$ cat src/rtl/mux_scan.sv
// Registered N-way channel multiplexer with direct selection and optional
// round-robin auto-scan (compiled in by defining MUX_SCAN_AUTOSCAN_EN).
module mux_scan #(
  parameter int WIDTH    = 1,
  parameter int CHANNELS = 16,
  parameter int DWELL    = 1,
  localparam int SEL_W   = (CHANNELS > 2) ? $clog2(CHANNELS) : 1
) (
  input  logic                      clk,
  input  logic                      rst_n,
  input  logic [CHANNELS*WIDTH-1:0] in,
  input  logic [SEL_W-1:0]          sel,
  input  logic                      sel_valid,
  input  logic                      mode,
  output logic [WIDTH-1:0]          out,
  output logic [SEL_W-1:0]          out_ch,
  output logic                      out_valid,
  output logic                      sel_err
);

  localparam int             NSLOT      = 1 << SEL_W;
  localparam logic [SEL_W:0] CH_LIM     = (SEL_W+1)'(CHANNELS);
  localparam logic [SEL_W-1:0] LAST_CH  = SEL_W'(CHANNELS - 1);
  localparam logic [15:0]    DWELL_LAST = 16'(DWELL - 1);

  logic [WIDTH-1:0] ch_s [NSLOT];
  logic [SEL_W-1:0] cur_ch_r;
  logic [SEL_W-1:0] nxt_ch_s;
  logic [WIDTH-1:0] out_r;
  logic             valid_r;
  logic             err_r;
  logic             scan_s;
  logic             dwell_last_s;
  logic             accept_s;
  logic             bad_req_s;
  logic             advance_s;

  // Scan order wraps from the last real channel to 0, also for non-power-of-two counts.
  function automatic logic [SEL_W-1:0] next_scan(input logic [SEL_W-1:0] c);
    if (c == LAST_CH) begin
      return '0;
    end else begin
      return c + {{(SEL_W-1){1'b0}}, 1'b1};
    end
  endfunction

  // Unused index slots read as zero so the select index never leaves the array.
  for (genvar k = 0; k < NSLOT; k++) begin : g_slot
    if (k < CHANNELS) begin : g_used
      assign ch_s[k] = in[k*WIDTH +: WIDTH];
    end else begin : g_pad
      assign ch_s[k] = '0;
    end
  end

`ifdef MUX_SCAN_AUTOSCAN_EN
  logic [15:0] dwell_r;

  assign scan_s       = mode;
  assign dwell_last_s = (dwell_r == DWELL_LAST);

  // Dwell counter: held at zero in direct mode, so entering scan always starts a full dwell.
  always_ff @(posedge clk or negedge rst_n) begin
    if (!rst_n) begin
      dwell_r <= 16'd0;
    end else if (!scan_s || dwell_last_s) begin
      dwell_r <= 16'd0;
    end else begin
      dwell_r <= dwell_r + 16'd1;
    end
  end
`else
  logic unused_cfg_s;

  assign scan_s       = 1'b0;
  assign dwell_last_s = 1'b0;
  assign unused_cfg_s = mode | (|DWELL_LAST);
`endif

  // Next-channel decision; the mode sampled this cycle governs any coincident request.
  always_comb begin
    nxt_ch_s  = cur_ch_r;
    accept_s  = 1'b0;
    bad_req_s = 1'b0;
    advance_s = 1'b0;
    if (scan_s) begin
      advance_s = dwell_last_s;
      if (dwell_last_s) begin
        nxt_ch_s = next_scan(cur_ch_r);
      end else begin
        nxt_ch_s = cur_ch_r;
      end
    end else if (sel_valid) begin
      if ({1'b0, sel} < CH_LIM) begin
        accept_s = 1'b1;
        nxt_ch_s = sel;
      end else begin
        bad_req_s = 1'b1;
      end
    end else begin
      nxt_ch_s = cur_ch_r;
    end
  end

  // Output register: data follows the channel being taken at this edge.
  always_ff @(posedge clk or negedge rst_n) begin
    if (!rst_n) begin
      cur_ch_r <= '0;
      out_r    <= '0;
      valid_r  <= 1'b0;
      err_r    <= 1'b0;
    end else begin
      cur_ch_r <= nxt_ch_s;
      out_r    <= ch_s[nxt_ch_s];
      valid_r  <= valid_r | accept_s | advance_s;
      err_r    <= bad_req_s;
    end
  end

  assign out       = out_r;
  assign out_ch    = cur_ch_r;
  assign out_valid = valid_r;
  assign sel_err   = err_r;

  mux_scan_chk #(
    .SEL_W    (SEL_W),
    .CHANNELS (CHANNELS)
  ) u_chk (
    .clk       (clk),
    .rst_n     (rst_n),
    .mode      (mode),
    .out_ch    (out_ch),
    .out_valid (out_valid),
    .sel_err   (sel_err)
  );

endmodule

// Runtime invariants of mux_scan outputs.
module mux_scan_chk #(
  parameter int SEL_W    = 4,
  parameter int CHANNELS = 16
) (
  input logic             clk,
  input logic             rst_n,
  input logic             mode,
  input logic [SEL_W-1:0] out_ch,
  input logic             out_valid,
  input logic             sel_err
);

  localparam logic [SEL_W-1:0] LAST_CH = SEL_W'(CHANNELS - 1);

  a_ch_range: assert property (@(posedge clk) disable iff (!rst_n) out_ch <= LAST_CH);

  a_valid_sticky: assert property (@(posedge clk) disable iff (!rst_n) out_valid |=> out_valid);

`ifdef MUX_SCAN_AUTOSCAN_EN
  a_no_err_in_scan: assert property (@(posedge clk) disable iff (!rst_n) mode |=> !sel_err);
`else
  logic unused_chk_s;
  assign unused_chk_s = mode | sel_err;
`endif

endmodule

$ cat config.mk
export PLATFORM = sky130hd
export DESIGN_NAME = mux_scan
export DESIGN_NICKNAME = d
export VERILOG_FILES = /design/src/rtl/mux_scan.sv
export SDC_FILE = /design/constraint.sdc
export NUM_CORES = 1
export LEC_CHECK = 0
export CORE_UTILIZATION = 30
export DETAILED_ROUTE_END_ITERATION = 10
export GPL_ROUTABILITY_DRIVEN = 0
export PLACE_DENSITY = 0.73
export SYNTH_ARGS = -nofsm -noshare
export SYNTH_HDL_FRONTEND = slang
export SYNTH_SLANG_ARGS = --single-unit
export TNS_END_PERCENT = 20
$ cat constraint.sdc
create_clock -name clk -period 2.15 [get_ports clk]
set_input_delay 0.3225 -clock clk [delete_from_list [all_inputs] [get_ports clk]]
set_output_delay 0.3225 -clock clk [all_outputs]
set_load 0.05 [all_outputs]
* After elaboration in Yosys (flattened, before gate mapping) *
Index checks and enable logic that the tools add are counted.

word-level totals
  register bits = 6
  logic and storage cells = 11
  memory bits (read-only) = 0
  bits in writable memories = 0
  output and inout bits = 7
  input bits = 24
  memories = 0
  bits in latches = 0

operators by class
  divide/modulo/power cells = 0
  $mul = 0
  reductions and logical operators = 0
  shifts and indexed selects = 0
  $lt $le $gt $ge = 1
  $add $sub $neg = 0
  bitwise logic cells = 2
  equal/unequal tests = 0
  mux-type cells = 5

operators by type and width
  cell                                                       count
  5-bit greater-or-equal comparator (second input constant)  1
  4-bit NOT with 5-bit output                                1
  1-bit binary-select mux with 4-bit select                  1
  4-bit 2-to-1 mux                                           1
  1-bit 2-to-1 mux                                           3
  1-bit bitwise OR                                           1

* Depth between registers and ports, before layout *
  word-level depth = 5
  mapped depth = 6
  depth with buffers taken out = 5

* Least setup slack after synthesis *
No wires, ideal clock.

  kind = register to register
  start = reg cur_ch_r[0], in the netlist out_ch[0]
  end = reg out_r, in the netlist out
  stages on the path, launching flop included = 5
  library setup time = 0.126 ns
  arrival time = 1.649 ns
  buffers on the path = 0
  period minus slack after synthesis = 1.775 ns
  data required time = 2.024 ns
  setup slack = 0.375 ns
  path through = dfrtp_1 mux2i_4 mux4_2 mux2i_1 o21ai_1

between the ends
  word-level cells in the longest chain between the ends = 5

ends and longest elaborated chain
  what                                                  RTL line  RTL
  start: declaration                                    27        logic [SEL_W-1:0] cur_ch_r;
  start signal: assignment                              113       cur_ch_r <= nxt_ch_s;
  4-bit 2-to-1 mux                                      93        end else if (sel_valid) begin
  4-bit NOT with 5-bit output (not written as such)     114       out_r <= ch_s[nxt_ch_s];
  1-bit binary-select mux with 4-bit select             114
  1-bit 2-to-1 mux (not written as such) (2 in series)  114
  end signal: assignment                                114
  end: declaration                                      29        logic [WIDTH-1:0] out_r;

No other way between the ends. The select of a mux whose other input is x is not followed.

* Worst setup path in the final report *
  start = in sel_valid
  end = reg out_r, in the netlist out

between the ends
  word-level cells in the longest chain between the ends = 5

ends and longest elaborated chain
  what                                                  RTL line  RTL
  start: declaration                                    13        input logic sel_valid,
  4-bit 2-to-1 mux                                      93
  4-bit NOT with 5-bit output (not written as such)     114
  1-bit binary-select mux with 4-bit select             114
  1-bit 2-to-1 mux (not written as such) (2 in series)  114

No other way between the ends. The select of a mux whose other input is x is not followed.

==> run metrics <==
Iter 0 DRT Violations=11; syn_nets=61; Worst Setup End Kind=flip-flop; critical path cell sequence=clkdlybuf4s50_1 -> buf_4 -> mux2i_1 -> buf_4 -> mux4_2 -> mux2i_1 -> o21ai_1; Reg power frac=0.320; initial antenna violation count=0; Max Root-Sink Buffers=2; Die Ht=38.6 um; net load switching power=0.135 mW; Hold-fix buffers, CTS=0; YS warnings=0; worst skew pair latency=240 ps; CP max-delay cell=clkdlybuf4s50_1; clock slew at reported path FFs=50 ps; drt pass-1 iters=4; post-DR vias/cell=4.75; Initial Utilization=0.344; postcts setup bufs=0; IO Count=31; Slew @ Worst Pin=502 ps; full die area=1490 um2; Core Rows=12; slowest cell delay on critical path=550 ps; Die W=38.6 um; hold crit path type=in -> async; Placed Instances=80; Avg Inst Size Synth=10.9 um2; Max Clock Freq=550 MHz; Final Max Tran Viols=0; max-cap violation count=0; final setup vio count=0; pwr/cell area=567 nW/um2; TritonCTS Buffers=3; Seq cells post-synth=6; Seq/Total Area, Yosys=0.373; total track usage=0.141; CP Launch Point=sel_valid; most frequent cells in the layout=clkdlybuf4s50_1, mux2i_1, dfrtp_1, inv_1, nand2_1; Crit Path Max Fanout=6; Critical Path Start Type=input port; post-detailed-route count of antenna-violating nets=0; setup_tns=0 ps; worst r2r src=out_ch[0]; internal power=0.277 mW; CTS tree=yes; Layout Cells excl Fill=83; GRT overflow=0; Worst Skew=4.82 ps; total number of vias=394; final-stage net count=95; hold slack=318 ps; commonest non-fill, non-tap cell in the layout=clkdlybuf4s50_1; Clk pwr share=0.249; fin crit period=1820 ps; status=finished clean; Post-Syn Area=403 um2; largest net degree at the start of global routing=7; period utilization=0.845; post-route DRC violation count=0; Peak VDD IR=337 uV; H-tree depth=1; vias in the first global route=364; Lkg Pwr=0.329 nW; area growth from synthesis to layout=80.4%; dpl hpwl=771 um; ant diodes=0; Total Wirelength=946 um; arrival time of the worst setup path=1940 ps; CTS Sinks=6; fraction of layout cells with a size suffix above 1=0.145; RSZ-0062 raised after global routing=no; Post-CTS Resized=0; Mapped Cells=37; Setup CP Type=in -> reg; Max transition margin=0.664; Comb power frac=0.430; fill count=105; clk root buf=clkbuf_4; Sw Ratio=0.327; I/O Buffers=28; post-synth cell types=16; Routed WL per cell=11.4 um; Worst EP required=2270 ps; core area=1170 um2; Final Hold Viols=0; first-pass GRT wire length=1.38 mm
## logic make-up after synthesis
family,share of synthesized area
muxes,0.385
and+or+nand+nor,0.0869
DFF,0.373
buffers and inverters,0.0838
AOI/OAI and AO/OA,0.0621
other,0.00931
## metrics by stage
stage          cell area, um2  worst slack [ps]  utilization  power (mW)
2_1_floorplan             403               375            -       0.233
3_3_place_gp              704               104        0.601       0.310
3_5_place_dp              704              95.4        0.601       0.311
4_1_cts                   727               335        0.621       0.414
5_1_grt                   727               224        0.621       0.433
6_report                  727               333        0.621       0.412
## final timing paths
| kind | endpoint | depth (start not counted) | slack, ps |
|---|---|---|---|
| worst max-delay path | out | 7 | 330 |
| worst min-delay path | out_valid | 1 | 320 |
| worst max register to register | out | 4 | 730 |
| worst min register to register | out_valid | 1 | 480 |
| max in group asynchronous | out_ch[2] | 1 | 1610 |
| min in group clk | out_valid | 1 | 480 |
## cell type report
class                      instances  area [um2]  share of cell area
clock buffer                       3        22.5              0.0310
inverter                           4        15.0              0.0207
multi-input combinational         25         219               0.301
sequential                         6         150               0.207
tap                               14        17.5              0.0241
timing repair buffer              31         303               0.417
## power groups by stage
stage	Combinational, mW	Sequential [mW]	Clock, mW
final	0.177	0.132	0.103
after global routing	0.188	0.133	0.112
after CTS	0.178	0.132	0.103
after detailed placement	0.177	0.134	0
after global placement	0.176	0.133	0
after floorplan	0.0590	0.174	0
## state kept, by name, summed over array words and instances, names as in the netlist
name and count:
out_ch 4, out 1, out_valid 1
## critical path: cells and delay by family
family	cells	cell delay (ps)
buf+inv	3	890
compound gates	1	80
mux	3	650
## cells in the mapped netlist, drive strengths merged
cell type  instances  area share
buf                2       0.047
nand2              4       0.037
nand2b             1       0.022
or2                1       0.016
a32oi              1       0.022
inv                4       0.037
o22ai              1       0.016
conb               1      0.0093
dfrtp              6        0.37
o21ai              2       0.025
mux4               1       0.056
mux2i             12        0.33
nand3              1       0.012
## layer usage
layer	wire length, um	track usage
met4	14	0.0776
met5	0	0
met2	464	0.233
met3	84	0.0694
met1	383	0.143
Note: power is estimated with default switching activity, not from simulation.
